File: config.mk
export PLATFORM = sky130hd
export DESIGN_NAME = coherence_bus_arbiter_flat
export DESIGN_NICKNAME = d
export VERILOG_FILES = /design/src/rtl/coherence_bus_arbiter_if.sv /design/src/rtl/coherence_bus_arbiter.sv /design/src/flat_wrapper.sv
export SDC_FILE = /design/constraint.sdc
export NUM_CORES = 1
export LEC_CHECK = 0
export ABC_AREA = 1
export CORE_MARGIN = 1
export CORE_UTILIZATION = 44
export DETAILED_ROUTE_END_ITERATION = 8
export PLACE_DENSITY = 0.83
export SYNTH_ARGS = -nofsm -noshare
export SYNTH_HDL_FRONTEND = slang
export SYNTH_SLANG_ARGS = --single-unit
File: constraint.sdc
create_clock -name clock -period 2.4 [get_ports clock]
set_clock_uncertainty 0.05 [all_clocks]
set_input_delay 0.48 -clock clock [delete_from_list [all_inputs] [get_ports clock]]
set_output_delay 0.48 -clock clock [all_outputs]
set_load 0.05 [all_outputs]
File: src/rtl/coherence_bus_arbiter_if.sv
// Snooping-bus signal bundle between the coherence arbiter, the requesting caches,
// the snoopers and memory. COH_ARB_TIMEOUT_EN adds the timeout_err strobe.
interface coherence_bus_arbiter_if #(
  parameter int N     = 4,
  parameter int SRC_W = 2,
  parameter int AW    = 8
);
  logic [N-1:0]    req;
  logic [2*N-1:0]  req_op;
  logic [AW*N-1:0] req_addr;
  logic [N-1:0]    grant;
  logic [N-1:0]    done;
  logic            bus_valid;
  logic [1:0]      bus_op;
  logic [AW-1:0]   bus_addr;
  logic [SRC_W-1:0] bus_src;
  logic            snoop_abort;
  logic            wb_done;
  logic            mem_req;
  logic            mem_ack;
  logic            busy;

`ifdef COH_ARB_TIMEOUT_EN
  logic            timeout_err;

  modport master (
    input  req, req_op, req_addr, snoop_abort, wb_done, mem_ack,
    output grant, done, bus_valid, bus_op, bus_addr, bus_src, mem_req, busy, timeout_err
  );
  modport slave (
    output req, req_op, req_addr, snoop_abort, wb_done, mem_ack,
    input  grant, done, bus_valid, bus_op, bus_addr, bus_src, mem_req, busy, timeout_err
  );
`else
  modport master (
    input  req, req_op, req_addr, snoop_abort, wb_done, mem_ack,
    output grant, done, bus_valid, bus_op, bus_addr, bus_src, mem_req, busy
  );
  modport slave (
    output req, req_op, req_addr, snoop_abort, wb_done, mem_ack,
    input  grant, done, bus_valid, bus_op, bus_addr, bus_src, mem_req, busy
  );
`endif
endinterface

File: src/rtl/coherence_bus_arbiter.sv
// Round-robin MSI snooping-bus arbiter: broadcast, snoop window, then write-back or memory.
// Optional macro COH_ARB_TIMEOUT_EN adds a WB/MEM watchdog with a timeout_err strobe.
module coherence_bus_arbiter #(
  parameter int N         = 4,
  parameter int SRC_W     = 2,
  parameter int AW        = 8,
  parameter int SNOOP_LAT = 2,
  parameter int TIMEOUT   = 64
) (
  input  logic clock,
  input  logic reset,
  coherence_bus_arbiter_if.master bus
);
  typedef enum logic [2:0] {IDLE, BCAST, SNOOP, WB, MEM, DONE} state_t;

  localparam logic [1:0] OP_INV     = 2'b01;
  localparam logic [1:0] OP_ILLEGAL = 2'b11;

  if (SRC_W != $clog2(N) || SNOOP_LAT < 1 || SNOOP_LAT > 15 || TIMEOUT < 1) begin : g_bad_params
    $error("coherence_bus_arbiter: illegal parameter combination");
  end

  state_t           state_reg, state_next;
  logic [SRC_W-1:0] ptr_reg, bus_src_reg, win_idx;
  logic [N-1:0]     grant_reg;
  logic [1:0]       bus_op_reg;
  logic [AW-1:0]    bus_addr_reg;
  logic             abort_reg;
  logic [3:0]       snoop_cnt_reg;
  logic             win_found;
  logic             snoop_last;
  logic             wait_expired;

  // Search starts one past the previous winner so every requester gets a turn.
  always_comb begin
    win_found = 1'b0;
    win_idx   = '0;
    for (int k = 1; k <= N; k++) begin
      if (!win_found && bus.req[(int'(ptr_reg) + k) % N]) begin
        win_found = 1'b1;
        win_idx   = SRC_W'((int'(ptr_reg) + k) % N);
      end
    end
  end

  assign snoop_last = (snoop_cnt_reg == 4'(SNOOP_LAT - 1));

`ifdef COH_ARB_TIMEOUT_EN
  localparam int TW = $clog2(TIMEOUT + 1);
  logic [TW-1:0] wait_cnt_reg;

  // Counter is zero on the first WB/MEM cycle because it is held clear everywhere else.
  assign wait_expired = ((state_reg == WB  && !bus.wb_done) ||
                         (state_reg == MEM && !bus.mem_ack)) &&
                        (wait_cnt_reg == TW'(TIMEOUT - 1));
  assign bus.timeout_err = wait_expired;

  always_ff @(posedge clock) begin
    if (reset)
      wait_cnt_reg <= '0;
    else if (state_reg == WB || state_reg == MEM)
      wait_cnt_reg <= wait_cnt_reg + 1'b1;
    else
      wait_cnt_reg <= '0;
  end
`else
  assign wait_expired = 1'b0;
`endif

  always_comb begin
    state_next = state_reg;
    case (state_reg)
      IDLE:  if (win_found) state_next = BCAST;
      BCAST: state_next = (bus_op_reg == OP_ILLEGAL) ? DONE : SNOOP;
      SNOOP: begin
        if (snoop_last) begin
          // The abort seen in the final snoop cycle still counts.
          if (bus_op_reg == OP_INV)             state_next = DONE;
          else if (abort_reg || bus.snoop_abort) state_next = WB;
          else                                   state_next = MEM;
        end
      end
      WB:    if (bus.wb_done || wait_expired) state_next = DONE;
      MEM:   if (bus.mem_ack || wait_expired) state_next = DONE;
      DONE:  state_next = IDLE;
      default: state_next = IDLE;
    endcase
  end

  always_ff @(posedge clock) begin
    if (reset) begin
      state_reg     <= IDLE;
      ptr_reg       <= '0;
      grant_reg     <= '0;
      bus_op_reg    <= '0;
      bus_addr_reg  <= '0;
      bus_src_reg   <= '0;
      abort_reg     <= 1'b0;
      snoop_cnt_reg <= '0;
    end else begin
      state_reg <= state_next;
      case (state_reg)
        IDLE: begin
          if (win_found) begin
            ptr_reg      <= win_idx;
            bus_src_reg  <= win_idx;
            bus_op_reg   <= bus.req_op[2*win_idx +: 2];
            bus_addr_reg <= bus.req_addr[AW*win_idx +: AW];
            grant_reg    <= N'(1) << win_idx;
          end
        end
        BCAST: begin
          abort_reg     <= 1'b0;
          snoop_cnt_reg <= '0;
        end
        SNOOP: begin
          abort_reg     <= abort_reg | bus.snoop_abort;
          snoop_cnt_reg <= snoop_cnt_reg + 4'd1;
        end
        DONE:    grant_reg <= '0;
        default: ;
      endcase
    end
  end

  assign bus.grant     = grant_reg;
  assign bus.bus_valid = (state_reg == BCAST) && (bus_op_reg != OP_ILLEGAL);
  assign bus.bus_op    = bus_op_reg;
  assign bus.bus_addr  = bus_addr_reg;
  assign bus.bus_src   = bus_src_reg;
  assign bus.mem_req   = (state_reg == MEM);
  assign bus.busy      = (state_reg != IDLE);

  for (genvar gi = 0; gi < N; gi++) begin : g_done
    assign bus.done[gi] = (state_reg == DONE) && (bus_src_reg == SRC_W'(gi));
  end
endmodule

File: src/flat_wrapper.sv
// flat-port wrapper written by rule: the top's interface ports become plain ports
module coherence_bus_arbiter_flat 
#(
  parameter int N         = 4,
  parameter int SRC_W     = 2,
  parameter int AW        = 8,
  parameter int SNOOP_LAT = 2,
  parameter int TIMEOUT   = 64
)
  (clock, reset, bus_req, bus_req_op, bus_req_addr, bus_snoop_abort, bus_wb_done, bus_mem_ack, bus_grant, bus_done, bus_bus_valid, bus_bus_op, bus_bus_addr, bus_bus_src, bus_mem_req, bus_busy);
  coherence_bus_arbiter_if #(.N(N), .SRC_W(SRC_W), .AW(AW)) bus_i ();
  input  logic clock;
  input  logic reset;
  input wire logic [$bits(bus_i.req)-1:0] bus_req;
  input wire logic [$bits(bus_i.req_op)-1:0] bus_req_op;
  input wire logic [$bits(bus_i.req_addr)-1:0] bus_req_addr;
  input wire logic [$bits(bus_i.snoop_abort)-1:0] bus_snoop_abort;
  input wire logic [$bits(bus_i.wb_done)-1:0] bus_wb_done;
  input wire logic [$bits(bus_i.mem_ack)-1:0] bus_mem_ack;
  output wire logic [$bits(bus_i.grant)-1:0] bus_grant;
  output wire logic [$bits(bus_i.done)-1:0] bus_done;
  output wire logic [$bits(bus_i.bus_valid)-1:0] bus_bus_valid;
  output wire logic [$bits(bus_i.bus_op)-1:0] bus_bus_op;
  output wire logic [$bits(bus_i.bus_addr)-1:0] bus_bus_addr;
  output wire logic [$bits(bus_i.bus_src)-1:0] bus_bus_src;
  output wire logic [$bits(bus_i.mem_req)-1:0] bus_mem_req;
  output wire logic [$bits(bus_i.busy)-1:0] bus_busy;
  assign bus_i.req = bus_req;
  assign bus_i.req_op = bus_req_op;
  assign bus_i.req_addr = bus_req_addr;
  assign bus_i.snoop_abort = bus_snoop_abort;
  assign bus_i.wb_done = bus_wb_done;
  assign bus_i.mem_ack = bus_mem_ack;
  assign bus_grant = bus_i.grant;
  assign bus_done = bus_i.done;
  assign bus_bus_valid = bus_i.bus_valid;
  assign bus_bus_op = bus_i.bus_op;
  assign bus_bus_addr = bus_i.bus_addr;
  assign bus_bus_src = bus_i.bus_src;
  assign bus_mem_req = bus_i.mem_req;
  assign bus_busy = bus_i.busy;
  coherence_bus_arbiter #(.N(N), .SRC_W(SRC_W), .AW(AW), .SNOOP_LAT(SNOOP_LAT), .TIMEOUT(TIMEOUT)) u_core (.clock(clock), .reset(reset), .bus(bus_i));
endmodule
==> flow_summary.json, run 1 <==
{
  "grt_use_total": 0.231,
  "root_buffer": "clkbuf_8",
  "hold_path.class": "reg -> reg",
  "numPortBuffers": 71,
  "die_h_microns": 65.9,
  "end_kind": "output port",
  "htree_levels": 1,
  "fin_crit_ns": 2.23,
  "critical_path.top_delay_family": "simple AND/OR/NAND/NOR gates",
  "syn_area_per_cell_sq_um": 6.17,
  "cp_slowest_cell": "dfxtp_1",
  "grt_pass1_vias": 1829,
  "avgViaCountPerCell": 5.08,
  "crit_top_cell": "inv_1",
  "ys_seq_area_frac": 0.268,
  "status": "completed",
  "period_share": 0.928,
  "wl_per_cell_microns": 11.5,
  "design.core.area_sq_um": 3800,
  "grt_pass1_wl_mm": 7.89,
  "setup_ws_ns": 0.172,
  "powerDensity_nw_per_um2": 1480,
  "tritoncts": "done",
  "synth-seq-cells": 24,
  "area_delta_synth_final_pct": 46.7,
  "cp.required_ns": 1.87,
  "multi_input_area_sq_um": 1110,
  "hold_viol": 0,
  "ant_nets": 0,
  "grt_overflow_total": 0,
  "critPathArrivalTime_ns": 1.70,
  "pre_cts_ws_ns": 0.0308,
  "critPathBufInv": 3,
  "wl_mm": 4.75,
  "critical_path.max_fanout": 6,
  "cp-start-kind": "flip-flop",
  "die_x_microns": 65.9,
  "post_cts_resized": 0,
  "ir_drop_mv": 0.698,
  "worst_pin_slew_ns": 0.509,
  "cts_hold_buf": 0,
  "regArea_sq_um": 483,
  "hpwlAfterDp_mm": 3.81,
  "fp.dieArea_sq_um": 4340,
  "rsz0062_at_grt": "no",
  "synth_warnings": 0,
  "post-cts-setup-buffer-count": 0,
  "syn-num-nets": 346,
  "fin_util": 0.693,
  "slew_viol_final": 0,
  "num_vias": 2095,
  "cts_inserted_buffers": 3,
  "grt_max_degree": 27,
  "drc": 0,
  "first_pass_iters": 4,
  "largest_reg_flops": 8,
  "rows": 22,
  "clock_latency_ns": 0.26,
  "path_clk_slew_ns": 0.08,
  "crit_path_max_incr_delay_ns": 0.44,
  "drtIter0Drc": 118,
  "crit_type": "reg -> out",
  "max_freq_ghz": 0.449,
  "power_w": 0.00390,
  "synth.cell_area_sq_um": 1800,
  "crit_chain": "inv_1 -> nor3_1 -> inv_1 -> nor2_1 -> buf_12",
  "postSynthCellCount": 291,
  "gp_congestion": 0.920,
  "fin_nets": 421,
  "antennaDiodeCount": 0,
  "io_pins": 72,
  "clock-sinks": 24,
  "initial_utilization": 0.473,
  "ys_types": 33,
  "antenna_found_initial": 0,
  "p_leak_nw": 1.21,
  "setup_violations": 0,
  "cap_violations": 0,
  "layout-drive-gt1-share": 0.115,
  "clk_path_buf_depth": 2,
  "tns_ns": 0,
  "n_fill_cell": 355,
  "relSlewSlack": 0.659
}
-- metrics by stage --
stage,hold WS (ns),std cells,cell area (sq um)
CTS,0.419,412,2630
global route,0.436,412,2630
detailed placement,0.408,409,2590
floorplan,0.387,291,1800
global placement,0.401,409,2590
finish,0.419,412,2630
-- tightest hold or removal path, cell delays in order (launching register included) --
cell	delay, ns
dfxtp_1	0.32
nand2_1	0.06
a21oi_1	0.05
-- cell type report --
class / instances / area share
timing repair buffer: 80 / 0.310
multi-input combinational: 226 / 0.421
clock buffer: 3 / 0.0157
sequential: 24 / 0.183
tap: 48 / 0.0228
inverter: 31 / 0.0470
-- final timing paths --
| path | startpoint | to | slack, ns | cells past startpoint |
|---|---|---|---|---|
| max | u_core.state_reg[0]$_SDFFE_PP0P_ | bus_done[2] | 0.17 | 5 |
| min | u_core.bus.grant[3]$_SDFFE_PP0P_ | u_core.bus.grant[3]$_SDFFE_PP0P_ | 0.42 | 2 |
| max reg2reg | u_core.ptr_reg[0]$_SDFFE_PP0P_ | u_core.bus.bus_addr[1]$_SDFFE_PP0P_ | 0.24 | 14 |
| min reg2reg | u_core.bus.grant[3]$_SDFFE_PP0P_ | u_core.bus.grant[3]$_SDFFE_PP0P_ | 0.42 | 2 |
-- cells in the final DEF (no fill, tap or decap), types with 6 or more instances in the layout --
cell | netlist | routed
ha_1 | 6 | 6
nor2_1 | 41 | 41
nand2_1 | 80 | 80
a21oi_1 | 13 | 13
inv_1 | 28 | 28
dfxtp_1 | 24 | 22
nand2_2 | 9 | 9
o21ai_1 | 6 | 6
buf_4 | 3 | 11
nand3_1 | 40 | 40
clkdlybuf4s50_1 | 0 | 64
-- cell families (layout without fill, tap and decap cells) --
family / count (synthesis) / after routing / share of synthesized area
AOI/OAI and AO/OA: 31 / 31 / 0.100
adders and majority gates: 6 / 6 / 0.0418
buffers and inverters: 41 / 114 / 0.114
DFF: 24 / 24 / 0.268
and+or+nand+nor: 189 / 189 / 0.476
-- Yosys cell counts --
master,number,area [sq um]
inv_2,1,3.75
nor2_1,41,154
o21ai_1,6,30.0
nand4_1,4,25.0
nand3_1,40,200
a211oi_1,2,15.0
o31ai_1,1,7.51
a21oi_1,13,65.1
nand3_2,2,20.0
o211a_1,1,10.0
dfxtp_1,24,480
buf_6,4,45.0
inv_6,1,8.76
inv_1,28,105
o2111ai_1,1,8.76
o22ai_1,1,6.26
inv_4,1,6.26
nand2_1,80,300
nand2_2,9,56.3
ha_1,6,75.1
nand3b_1,2,15.0
nor3_2,1,10.0
buf_4,3,22.5
nor3_1,3,15.0
o21ai_0,3,15.0
nor2_2,3,18.8
nor2_4,1,11.3
nand2_4,2,22.5
clkbuf_1,1,3.75
a31oi_1,2,12.5
a2111oi_1,1,10.0
buf_2,2,10.0
or2_2,1,6.26
-- power by group --
part / switching [W] / internal [W] / total (W) / leakage, nW
sequential: 0.000113 / 0.000547 / 0.000660 / 0.198
clock: 0.000118 / 0.000112 / 0.000230 / 0.0216
combinational: 0.00198 / 0.00103 / 0.00301 / 0.994
-- metal layers --
metal  routed length [microns]  vias up  global-route usage
met5                         0        -                   0
met4                        79        0              0.0598
met3                       310        8              0.0483
li1                          -     1091                   -
met2                      2140       85               0.389
met1                      2220      911               0.295
(Power assumes the default switching activity.)
==> run 2, diff against run 1 <==
--- a/config.mk
+++ b/config.mk
@@ -6,10 +6,11 @@
 export NUM_CORES = 1
 export LEC_CHECK = 0
 export ABC_AREA = 1
+export CORE_ASPECT_RATIO = 1.25
 export CORE_MARGIN = 1
-export CORE_UTILIZATION = 44
+export CORE_UTILIZATION = 47
 export DETAILED_ROUTE_END_ITERATION = 8
-export PLACE_DENSITY = 0.83
+export PLACE_DENSITY = 0.88
 export SYNTH_ARGS = -nofsm -noshare
 export SYNTH_HDL_FRONTEND = slang
 export SYNTH_SLANG_ARGS = --single-unit
==> constraint.sdc (replaced) <==
create_clock -name clock -period 2.8 [get_ports clock]
set_clock_uncertainty 0.05 [all_clocks]
set_input_delay 0.56 -clock clock [delete_from_list [all_inputs] [get_ports clock]]
set_output_delay 0.56 -clock clock [all_outputs]
set_load 0.05 [all_outputs]
==> run 2 against run 1 <==
  * The run now ends with DRC left
  * Utilization up 2.6 points
  * Routed wire length up 0.53%
  * Cell count down 2.4%
  * Setup slack worse by 0.012 ns
  * Non-clock buffer count down 2
  * Total power down 14%
  * Global-route usage up 2.0 points
  * Combinational power down 15%
  * Critical path type unchanged
==> flow_summary.json, run 2 (same netlist as run 1, synthesis figures left out) <==
{
  "avgViaCountPerCell": 5.13,
  "grt_max_degree": 27,
  "initial_utilization": 0.502,
  "met3WireLength_microns": 366,
  "max_freq_ghz": 0.379,
  "critical_path.max_fanout": 6,
  "cts_hold_buf": 0,
  "clock-sinks": 24,
  "setup_violations": 0,
  "layout_common_cells": "nand2_1 (80), clkdlybuf4s50_1 (67), nor2_1 (41)",
  "drc": 4,
  "design_area_sq_um": 2570,
  "cp_slowest_cell": "clkdlybuf4s50_1",
  "ir_drop_mv": 0.780,
  "rows": 24,
  "worst_pin_slew_ns": 0.613,
  "critical_path.top_delay_family": "buffers and inverters",
  "rsz0062_at_grt": "no",
  "root_buffer": "clkbuf_8",
  "fin_nets": 419,
  "design.core.area_sq_um": 3570,
  "cap_violations": 0,
  "holdWs_ns": 0.417,
  "cts_inserted_buffers": 3,
  "status": "complete, but fails checks",
  "final_common_cell": "nand2_1",
  "drtIter0Drc": 73,
  "post_cts_resized": 0,
  "powerDensity_nw_per_um2": 1300,
  "hold_path.class": "reg -> reg",
  "htree_levels": 1,
  "met2_length_mm": 2.37,
  "clock_latency_ns": 0.27,
  "period_share": 0.943,
  "crit_type": "reg -> out",
  "tns_ns": 0,
  "cp-start-kind": "flip-flop",
  "die_h_microns": 71.1,
  "maxUsedRoutingLayer": "met4",
  "largest_reg_flops": 8,
  "crit_chain": "inv_1 -> nand3_1 -> a21oi_1 -> clkdlybuf4s50_1",
  "final_cells": 402,
  "relSlewSlack": 0.589,
  "wl_per_cell_microns": 11.9,
  "tritoncts": "done",
  "layout-drive-gt1-share": 0.102,
  "slew_viol_final": 0,
  "place_area_sq_um": 2520,
  "n_fill_cell": 304,
  "wl_mm": 4.77,
  "path_clk_slew_ns": 0.08,
  "crit_path_max_incr_delay_ns": 0.83,
  "io_pins": 72,
  "antennaDiodeCount": 0,
  "hold_viol": 0,
  "area_delta_synth_final_pct": 43.2,
  "first_pass_iters": 6,
  "critPathBufInv": 2,
  "cp.required_ns": 2.19,
  "grt_pass1_vias": 1933,
  "antenna_found_initial": 0,
  "grt_overflow_total": 0,
  "violations": "DRC",
  "numPortBuffers": 71,
  "post-cts-setup-buffer-count": 0,
  "fp.dieArea_sq_um": 4070,
  "p_leak_nw": 1.19,
  "end_kind": "output port",
  "num_vias": 2062,
  "wl_met1_mm": 1.94,
  "grt_pass1_wl_mm": 8.15,
  "gp_congestion": 0.915,
  "dp_cells": 398,
  "grt_use_total": 0.251,
  "die_x_microns": 57.3,
  "ant_nets": 0,
  "fin_crit_ns": 2.64,
  "hpwlAfterDp_mm": 3.72,
  "critPathArrivalTime_ns": 2.03,
  "clk_path_buf_depth": 2
}
## run 2: cell type report
type                            instances  area, sq um  area share
Multi-Input combinational cell        226         1110       0.432
Tap cell                               39         48.8      0.0190
Clock buffer                            4         55.1      0.0214
Timing Repair Buffer                   78          753       0.293
Sequential cell                        24          480       0.187
Inverter                               31          124      0.0482
## run 2: worst min-delay path, stage by stage (launching register included)
cell and delay [ns]:
dfxtp_1 0.32, nand2_1 0.06, a21oi_1 0.05
## run 2: layer usage
metal,up-vias,global-route usage
met5,-,0
met4,0,0.106
met3,9,0.0512
met2,84,0.437
met1,890,0.297
li1,1079,-
## run 2: worst paths after layout
| path | start | endpoint | cells past startpoint | slack, ns |
|---|---|---|---|---|
| setup / recovery | u_core.state_reg[2]$_SDFFE_PP0P_ | bus_bus_valid | 4 | 0.16 |
| hold / removal | u_core.bus.grant[2]$_SDFFE_PP0P_ | u_core.bus.grant[2]$_SDFFE_PP0P_ | 2 | 0.42 |
| setup reg to reg | u_core.ptr_reg[0]$_SDFFE_PP0P_ | u_core.bus.bus_addr[6]$_SDFFE_PP0P_ | 14 | 0.53 |
| hold reg to reg | u_core.bus.grant[2]$_SDFFE_PP0P_ | u_core.bus.grant[2]$_SDFFE_PP0P_ | 2 | 0.42 |
## run 2: through the flow
stage	utilization	worst slack, ns	total power, W
finish	0.720	0.160	0.00336
global placement	0.704	0.277	0.00306
CTS	0.720	0.180	0.00336
detailed placement	0.704	0.220	0.00310
global route	0.720	0.0480	0.00367
floorplan	-	0.354	0.00257
## run 2: report_power, final
part           leakage (nW)  total, W  internal [W]  switching [W]
Sequential            0.198  0.000557      0.000466      0.0000913
Clock                0.0288  0.000239      0.000126       0.000113
Combinational         0.960   0.00256      0.000855        0.00170
Total                  1.19   0.00336       0.00145        0.00191
==> run 3, diff against run 2 <==
--- a/config.mk
+++ b/config.mk
@@ -9,6 +9,7 @@
 export CORE_ASPECT_RATIO = 1.25
 export CORE_MARGIN = 1
 export CORE_UTILIZATION = 47
+export CTS_CLUSTER_DIAMETER = 60
 export DETAILED_ROUTE_END_ITERATION = 8
 export PLACE_DENSITY = 0.88
 export SYNTH_ARGS = -nofsm -noshare
==> results of run 3 <==
No change in the layout: final DEF, timing and power equal those of run 2.
